===== src/rtl/clic_pkg.sv =====
// Shared types and ordering function for the CLIC interrupt arbiter.
package clic_pkg;

    localparam int CLIC_LEVEL_W = 8;
    localparam int CLIC_ID_W    = 10;

    typedef enum logic [1:0] {
        IDLE,
        OFFER,
        HOLD
    } clic_arb_state_e;

    typedef struct packed {
        logic                    valid;
        logic [1:0]              priv;
        logic [CLIC_LEVEL_W-1:0] level;
        logic [CLIC_ID_W-1:0]    id;
    } clic_arb_entry_t;

    // Ordering: valid first, then higher priv, higher level, higher id.
    function automatic logic clic_better(input clic_arb_entry_t a, input clic_arb_entry_t b);
        if (!a.valid) return 1'b0;
        if (!b.valid) return 1'b1;
        if (a.priv != b.priv) return a.priv > b.priv;
        if (a.level != b.level) return a.level > b.level;
        return a.id > b.id;
    endfunction

    // Reserved encoding 2'b10 ranks and reports as supervisor.
    function automatic logic [1:0] clic_norm_priv(input logic [1:0] p);
        return (p == 2'b10) ? 2'b01 : p;
    endfunction

endpackage


===== src/rtl/clic_max_tree.sv =====
// Balanced combinational max-reduction over arbitration entries.
module clic_max_tree
    import clic_pkg::*;
#(
    parameter int N = 64
) (
    input  clic_arb_entry_t [N-1:0] leaf,
    output clic_arb_entry_t         win
);

    localparam int Levels = $clog2(N);

    for (genvar s = 0; s <= Levels; s++) begin : g_stage
        clic_arb_entry_t [(N >> s)-1:0] v;
        if (s == 0) begin : g_leaf
            assign v = leaf;
        end else begin : g_node
            for (genvar k = 0; k < (N >> s); k++) begin : g_cmp
                assign v[k] = clic_better(g_stage[s-1].v[2*k+1], g_stage[s-1].v[2*k])
                            ? g_stage[s-1].v[2*k+1] : g_stage[s-1].v[2*k];
            end
        end
    end

    assign win = g_stage[Levels].v[0];

endmodule


===== src/rtl/clic_irq_arbiter.sv =====
// CLIC-to-core interrupt arbiter: offers the best pending source, holds until acked.
// Optional macro CLIC_ARB_PIPE_EN adds a register after the comparison tree.
//
// state | meaning
// IDLE  | nothing offered, arbitrating
// OFFER | winner presented on irq_o, re-arbitrated every cycle
// HOLD  | outputs forced idle after an ack while the core consumes it
module clic_irq_arbiter
    import clic_pkg::*;
#(
    parameter int NumSrc     = 64,
    parameter int HoldCycles = 2
) (
    input  logic                        clk_i,
    input  logic                        rst_i,
    input  logic [NumSrc-1:0]           src_pend_i,
    input  logic [NumSrc-1:0]           src_ie_i,
    input  logic [NumSrc-1:0]           src_edge_i,
    input  logic [NumSrc*8-1:0]         src_level_i,
    input  logic [NumSrc*2-1:0]         src_priv_i,
    output logic [NumSrc-1:0]           irq_o,
    output logic [7:0]                  irq_level_o,
    output logic [1:0]                  irq_priv_o,
    input  logic                        irq_ack_i,
    input  logic [$clog2(NumSrc)-1:0]   irq_ack_id_i,
    output logic [NumSrc-1:0]           src_clr_o
);

    localparam int CntW = (HoldCycles > 1) ? $clog2(HoldCycles) : 1;

    clic_arb_entry_t [NumSrc-1:0] leaf;
    clic_arb_entry_t              win;
    clic_arb_entry_t              cand;
    clic_arb_state_e              state;
    logic [CntW-1:0]              hold_cnt;
    logic [CLIC_ID_W-1:0]         cur_id;
    logic [NumSrc-1:0]            cand_onehot;
    logic                         ack_hit;

    for (genvar i = 0; i < NumSrc; i++) begin : g_leaf
        assign leaf[i].valid = src_pend_i[i] & src_ie_i[i] & (src_level_i[8*i +: 8] != 8'd0);
        assign leaf[i].priv  = clic_norm_priv(src_priv_i[2*i +: 2]);
        assign leaf[i].level = src_level_i[8*i +: 8];
        assign leaf[i].id    = CLIC_ID_W'(i);
    end

    clic_max_tree #(.N(NumSrc)) u_tree (
        .leaf (leaf),
        .win  (win)
    );

`ifdef CLIC_ARB_PIPE_EN
    clic_arb_entry_t win_q;

    always_ff @(posedge clk_i) begin
        if (rst_i) win_q <= '0;
        else       win_q <= win;
    end

    assign cand = win_q;
`else
    assign cand = win;
`endif

    assign cand_onehot = {{(NumSrc-1){1'b0}}, 1'b1} << cand.id;
    // Ack is matched against what the core actually sees, not the fresh winner.
    assign ack_hit     = irq_ack_i && (CLIC_ID_W'(irq_ack_id_i) == cur_id);

    always_ff @(posedge clk_i) begin
        if (rst_i) begin
            state       <= IDLE;
            hold_cnt    <= '0;
            cur_id      <= '0;
            irq_o       <= '0;
            irq_level_o <= '0;
            irq_priv_o  <= '0;
            src_clr_o   <= '0;
        end else begin
            src_clr_o <= '0;
            case (state)
                IDLE: begin
                    if (cand.valid) begin
                        irq_o       <= cand_onehot;
                        irq_level_o <= cand.level;
                        irq_priv_o  <= cand.priv;
                        cur_id      <= cand.id;
                        state       <= OFFER;
                    end
                end
                OFFER: begin
                    if (ack_hit) begin
                        irq_o       <= '0;
                        irq_level_o <= '0;
                        irq_priv_o  <= '0;
                        src_clr_o   <= irq_o & src_edge_i;
                        hold_cnt    <= CntW'(HoldCycles - 1);
                        state       <= HOLD;
                    end else if (cand.valid) begin
                        irq_o       <= cand_onehot;
                        irq_level_o <= cand.level;
                        irq_priv_o  <= cand.priv;
                        cur_id      <= cand.id;
                    end else begin
                        irq_o       <= '0;
                        irq_level_o <= '0;
                        irq_priv_o  <= '0;
                        state       <= IDLE;
                    end
                end
                HOLD: begin
                    if (hold_cnt == '0) state <= IDLE;
                    else                hold_cnt <= hold_cnt - CntW'(1);
                end
                default: state <= IDLE;
            endcase
        end
    end

endmodule

===== config.mk =====
export PLATFORM = sky130hd
export DESIGN_NAME = clic_irq_arbiter
export DESIGN_NICKNAME = d
export VERILOG_FILES = /design/src/rtl/clic_pkg.sv /design/src/rtl/clic_max_tree.sv /design/src/rtl/clic_irq_arbiter.sv
export SDC_FILE = /design/constraint.sdc
export NUM_CORES = 2
export LEC_CHECK = 0
export ABC_CLOCK_PERIOD_IN_PS = 48600
export BUFFER_PORTS_ARGS = -buffer_cell sky130_fd_sc_hd__clkbuf_2
export CORE_AREA = 2 2 379 381
export DETAILED_ROUTE_END_ITERATION = 10
export DIE_AREA = 0 0 381 383
export GPL_TIMING_DRIVEN = 0
export SYNTH_ARGS = -nofsm -noshare
export SYNTH_HDL_FRONTEND = slang
export SYNTH_SLANG_ARGS = --single-unit
export TNS_END_PERCENT = 1

===== constraint.sdc =====
create_clock -name clk_i -period 48.6 [get_ports clk_i]
set_input_delay 9.72 -clock clk_i [delete_from_list [all_inputs] [get_ports clk_i]]
set_output_delay 9.72 -clock clk_i [all_outputs]
set_load 0.1 [all_outputs]

==> results.py <==
metrics = {
    "logic_synthesis": {
        "synth_fp_nets": 5861,
        "synth_area_leader_cell": "ha_1",
        "ys_ff_latch": 147,
        "ys.flop_type": "dfxtp_1",
        "synth_top_cells_by_count": "ha_1, inv_1, nand2_1, nor2_1, a21oi_1",
        "post_synth_num_cell_types": 105,
        "ys_warn_count": 0,
        "async_flop_share_pct": 0,
        "synth_top_area_share_pct": 24.1,
        "avgSynthCellArea_um2": 7.45,
        "synth_top_cells_by_area": "ha_1, dfxtp_1, inv_1, mux2i_1, a21oi_1",
        "synth_area_mm2": 0.0327,
        "syn_inst": 4390,
        "yosysSeqAreaShare_pct": 9.00,
        "yosysMostFrequentCell": "ha_1",
        "synth_edf_count": 0,
    },
    "clocking": {
        "post-cts-setup-buffer-count": 0,
        "cts_hold_buffers": 0,
        "cts_max_path_buffers": 2,
        "clkSlewWorstSetupHoldPaths_ps": 80,
        "cts_tree": "built",
        "cts_made_buffers": 17,
        "h-tree-depth": 4,
        "cts_resized": 0,
        "clock_sinks": 147,
        "cts-root-buf": "clkbuf_16",
        "clk_latency_ps": 500,
    },
    "setup_path": {
        "critPathRequiredTime_ps": 49040,
        "cp_slowest_cell": "a211oi_1",
        "reg2reg_to": "src_clr_o[57]",
        "critPathCaptureType": "flop",
        "reg2reg_from": "cur_id[0]",
        "crit_arrival_ps": 25690,
        "rrSetupSlack_ps": 45140,
        "critical_path_class": "primary input to flop",
        "critical-path-top-delay-family": "compound AO/OA/AOI/OAI gates",
        "critPathMaxFanout": 10,
        "slowest_delay_ps": 910,
        "reg2regPathDepth": 7,
        "path_buf_inv": 12,
        "startpoint_type": "primary input",
        "crit_top_cell": "ha_1",
    },
    "die": {
        "die_area_mm2": 0.146,
        "fp.dieW_um": 381,
        "core_area_mm2": 0.142,
        "die_y_um": 383,
        "boundaryPins": 979,
        "initial_core_util_pct": 23.0,
        "fp-row-count": 139,
    },
    "min_path": {
        "whs_path_depth": 1,
        "hold-path-endpoint": "irq_level_o[4]",
        "hold_class": "flop to flop",
        "worst_hold_startpoint": "irq_level_o[4]",
    },
    "pwr": {
        "ir_worst_vdd_mv": 0.133,
        "power_density_mw_per_mm2": 71.4,
        "leakagePower_uw": 0.0205,
    },
    "flow_run": {
        "maxCapViolCount": 0,
    },
    "timing": {
        "fin_crit_sh_pct": 52.0,
        "fin_tns_setup_ps": 0,
        "tightest_slew_ps": 1280,
        "max_freq_ghz": 0.0396,
        "slew_viol_final": 0,
        "period_minus_slack_ps": 25250,
        "rsz0062_at_grt": "false",
        "final_hold_viol_count": 0,
        "slew_headroom_pct": 15.0,
        "setup_viol": 0,
        "fin_worst_skew_ps": 15.9,
    },
    "route": {
        "wl_met3_um": 13600,
        "wl_um": 176000,
        "drtIter0Drc": 3001,
        "wl_met1_um": 72200,
        "wl_met2_um": 83800,
        "dr.pass1.iters": 8,
        "vias_per_cell": 5.34,
        "wl_per_cell_um": 23.9,
        "route.detailed.drc": 0,
        "top_layer": "met5",
        "ant_nets": 0,
        "num_vias": 39251,
    },
    "global_routing": {
        "first_global_vias": 37348,
        "grt_max_degree": 19,
        "antenna_found_initial": 67,
        "grt_usage_pct": 22.9,
        "overflow": 0,
        "grt_pass1_wl_um": 249000,
    },
    "finish": {
        "layout.nets": 6864,
        "area_growth_pct": 24.5,
        "final_util_pct": 28.6,
        "fillers": 15733,
        "drive_gt1_share_pct": 22.7,
    },
    "placed_design": {
        "hpwl_um": 158000,
        "gp_congestion": 0.976,
        "io_buffers": 978,
    },
    "run_status": {
        "status": "completed",
    },
}
[cell type report]
type                    count  area [um2]  area share (%)
diodes                     38        95.1           0.233
well taps                1903        2380            5.85
flip-flops and latches    147        2940            7.22
multi-input cells        3648       27500            67.4
plain buffers             134         573            1.41
clock buffers              17         425            1.04
inverters                 461        1730            4.25
clock inverters            15         179           0.439
repair buffers            984        4940            12.1
[cells by family (layout without fill, tap and decap cells)]
| kind of cell | after synthesis | in the layout | share of synthesized area, % |
|---|---|---|---|
| AO/OA/AOI/OAI | 1341 | 1341 | 28.9 |
| buffers and inverters | 595 | 1611 | 7.04 |
| adder cells (fa/ha/maj) | 630 | 630 | 24.1 |
| AND/OR/NAND/NOR | 1417 | 1417 | 22.6 |
| flip-flops | 147 | 147 | 9.00 |
| multiplexers | 254 | 254 | 8.18 |
| XOR/XNOR | 6 | 6 | 0.161 |
| other | 0 | 38 | 0 |
[power breakdown]
group | switching (uW) | internal [uW]
Sequential | 16.2 | 143
Combinational | 1820 | 788
Clock | 74.5 | 69.7
Total | 1910 | 1000
[worst register-to-register path, cell delays in order (launching register included)]
cell	delay [ps]
dfxtp_1	380
xnor2_1	130
nand3_1	100
nor4_1	650
nor3b_2	530
buf_6	210
clkbuf_1	940
and3_1	420
[through the flow]
stage / total power [uW] / area, um2 / std cells / hold WS, ps / setup WS [ps]
detailed placement: 2810 / 40000 / 7275 / 455 / 22750
floorplan: 1730 / 32700 / 4390 / 474 / 26720
finish: 2910 / 40700 / 7347 / 471 / 23350
global placement: 2780 / 40000 / 7271 / 451 / 22060
global route: 3150 / 40700 / 7329 / 494 / 22190
CTS: 2960 / 40600 / 7307 / 476 / 23250
[placed cells by master, fill, tap and decap left out, types with 41 or more instances in the layout]
cell type | netlist | routed
nor2_1 | 304 | 304
o21a_1 | 52 | 52
clkbuf_2 | 0 | 980
a211oi_1 | 56 | 56
clkbuf_1 | 98 | 98
ha_1 | 630 | 630
nor3_1 | 77 | 77
and3_1 | 93 | 93
o211ai_1 | 91 | 91
mux2_2 | 103 | 103
nand3_1 | 77 | 77
o21ai_0 | 191 | 191
a21oi_1 | 284 | 284
or4_1 | 70 | 70
mux2i_1 | 150 | 150
nor4_1 | 76 | 76
nand2b_1 | 103 | 103
a21o_1 | 98 | 98
inv_1 | 461 | 461
and2_1 | 45 | 45
a31oi_1 | 41 | 41
nand2_1 | 348 | 348
dfxtp_1 | 147 | 147
[per-layer routing]
| layer | track usage [%] | vias to the layer above |
|---|---|---|
| li1 | - | 18702 |
| met1 | 27.5 | 18675 |
| met2 | 39.4 | 1543 |
| met3 | 5.69 | 289 |
| met4 | 8.04 | 42 |
| met5 | 0 | - |
[sequential cells by signal, summed over array words and instances, names as in the netlist]
register and count:
irq_level_o 8, hold_cnt 1, cur_id 6, state 2
src_clr_o 64, irq_priv_o 2, irq_o 64
[worst max path at each step]
stage	to	from	cells after the start	slack [ps]
final	irq_o[17]	src_priv_i[101]	61	23350
after global routing	irq_o[42]	src_priv_i[101]	63	22190
after CTS	irq_o[50]	src_level_i[387]	59	23250
after detailed placement	irq_o[18]	src_level_i[387]	59	22750
after global placement	irq_o[62]	src_level_i[387]	54	22060
after floorplan	irq_o[29]	src_priv_i[101]	57	26720
No activity file was read; power rests on OpenSTA's default activity.
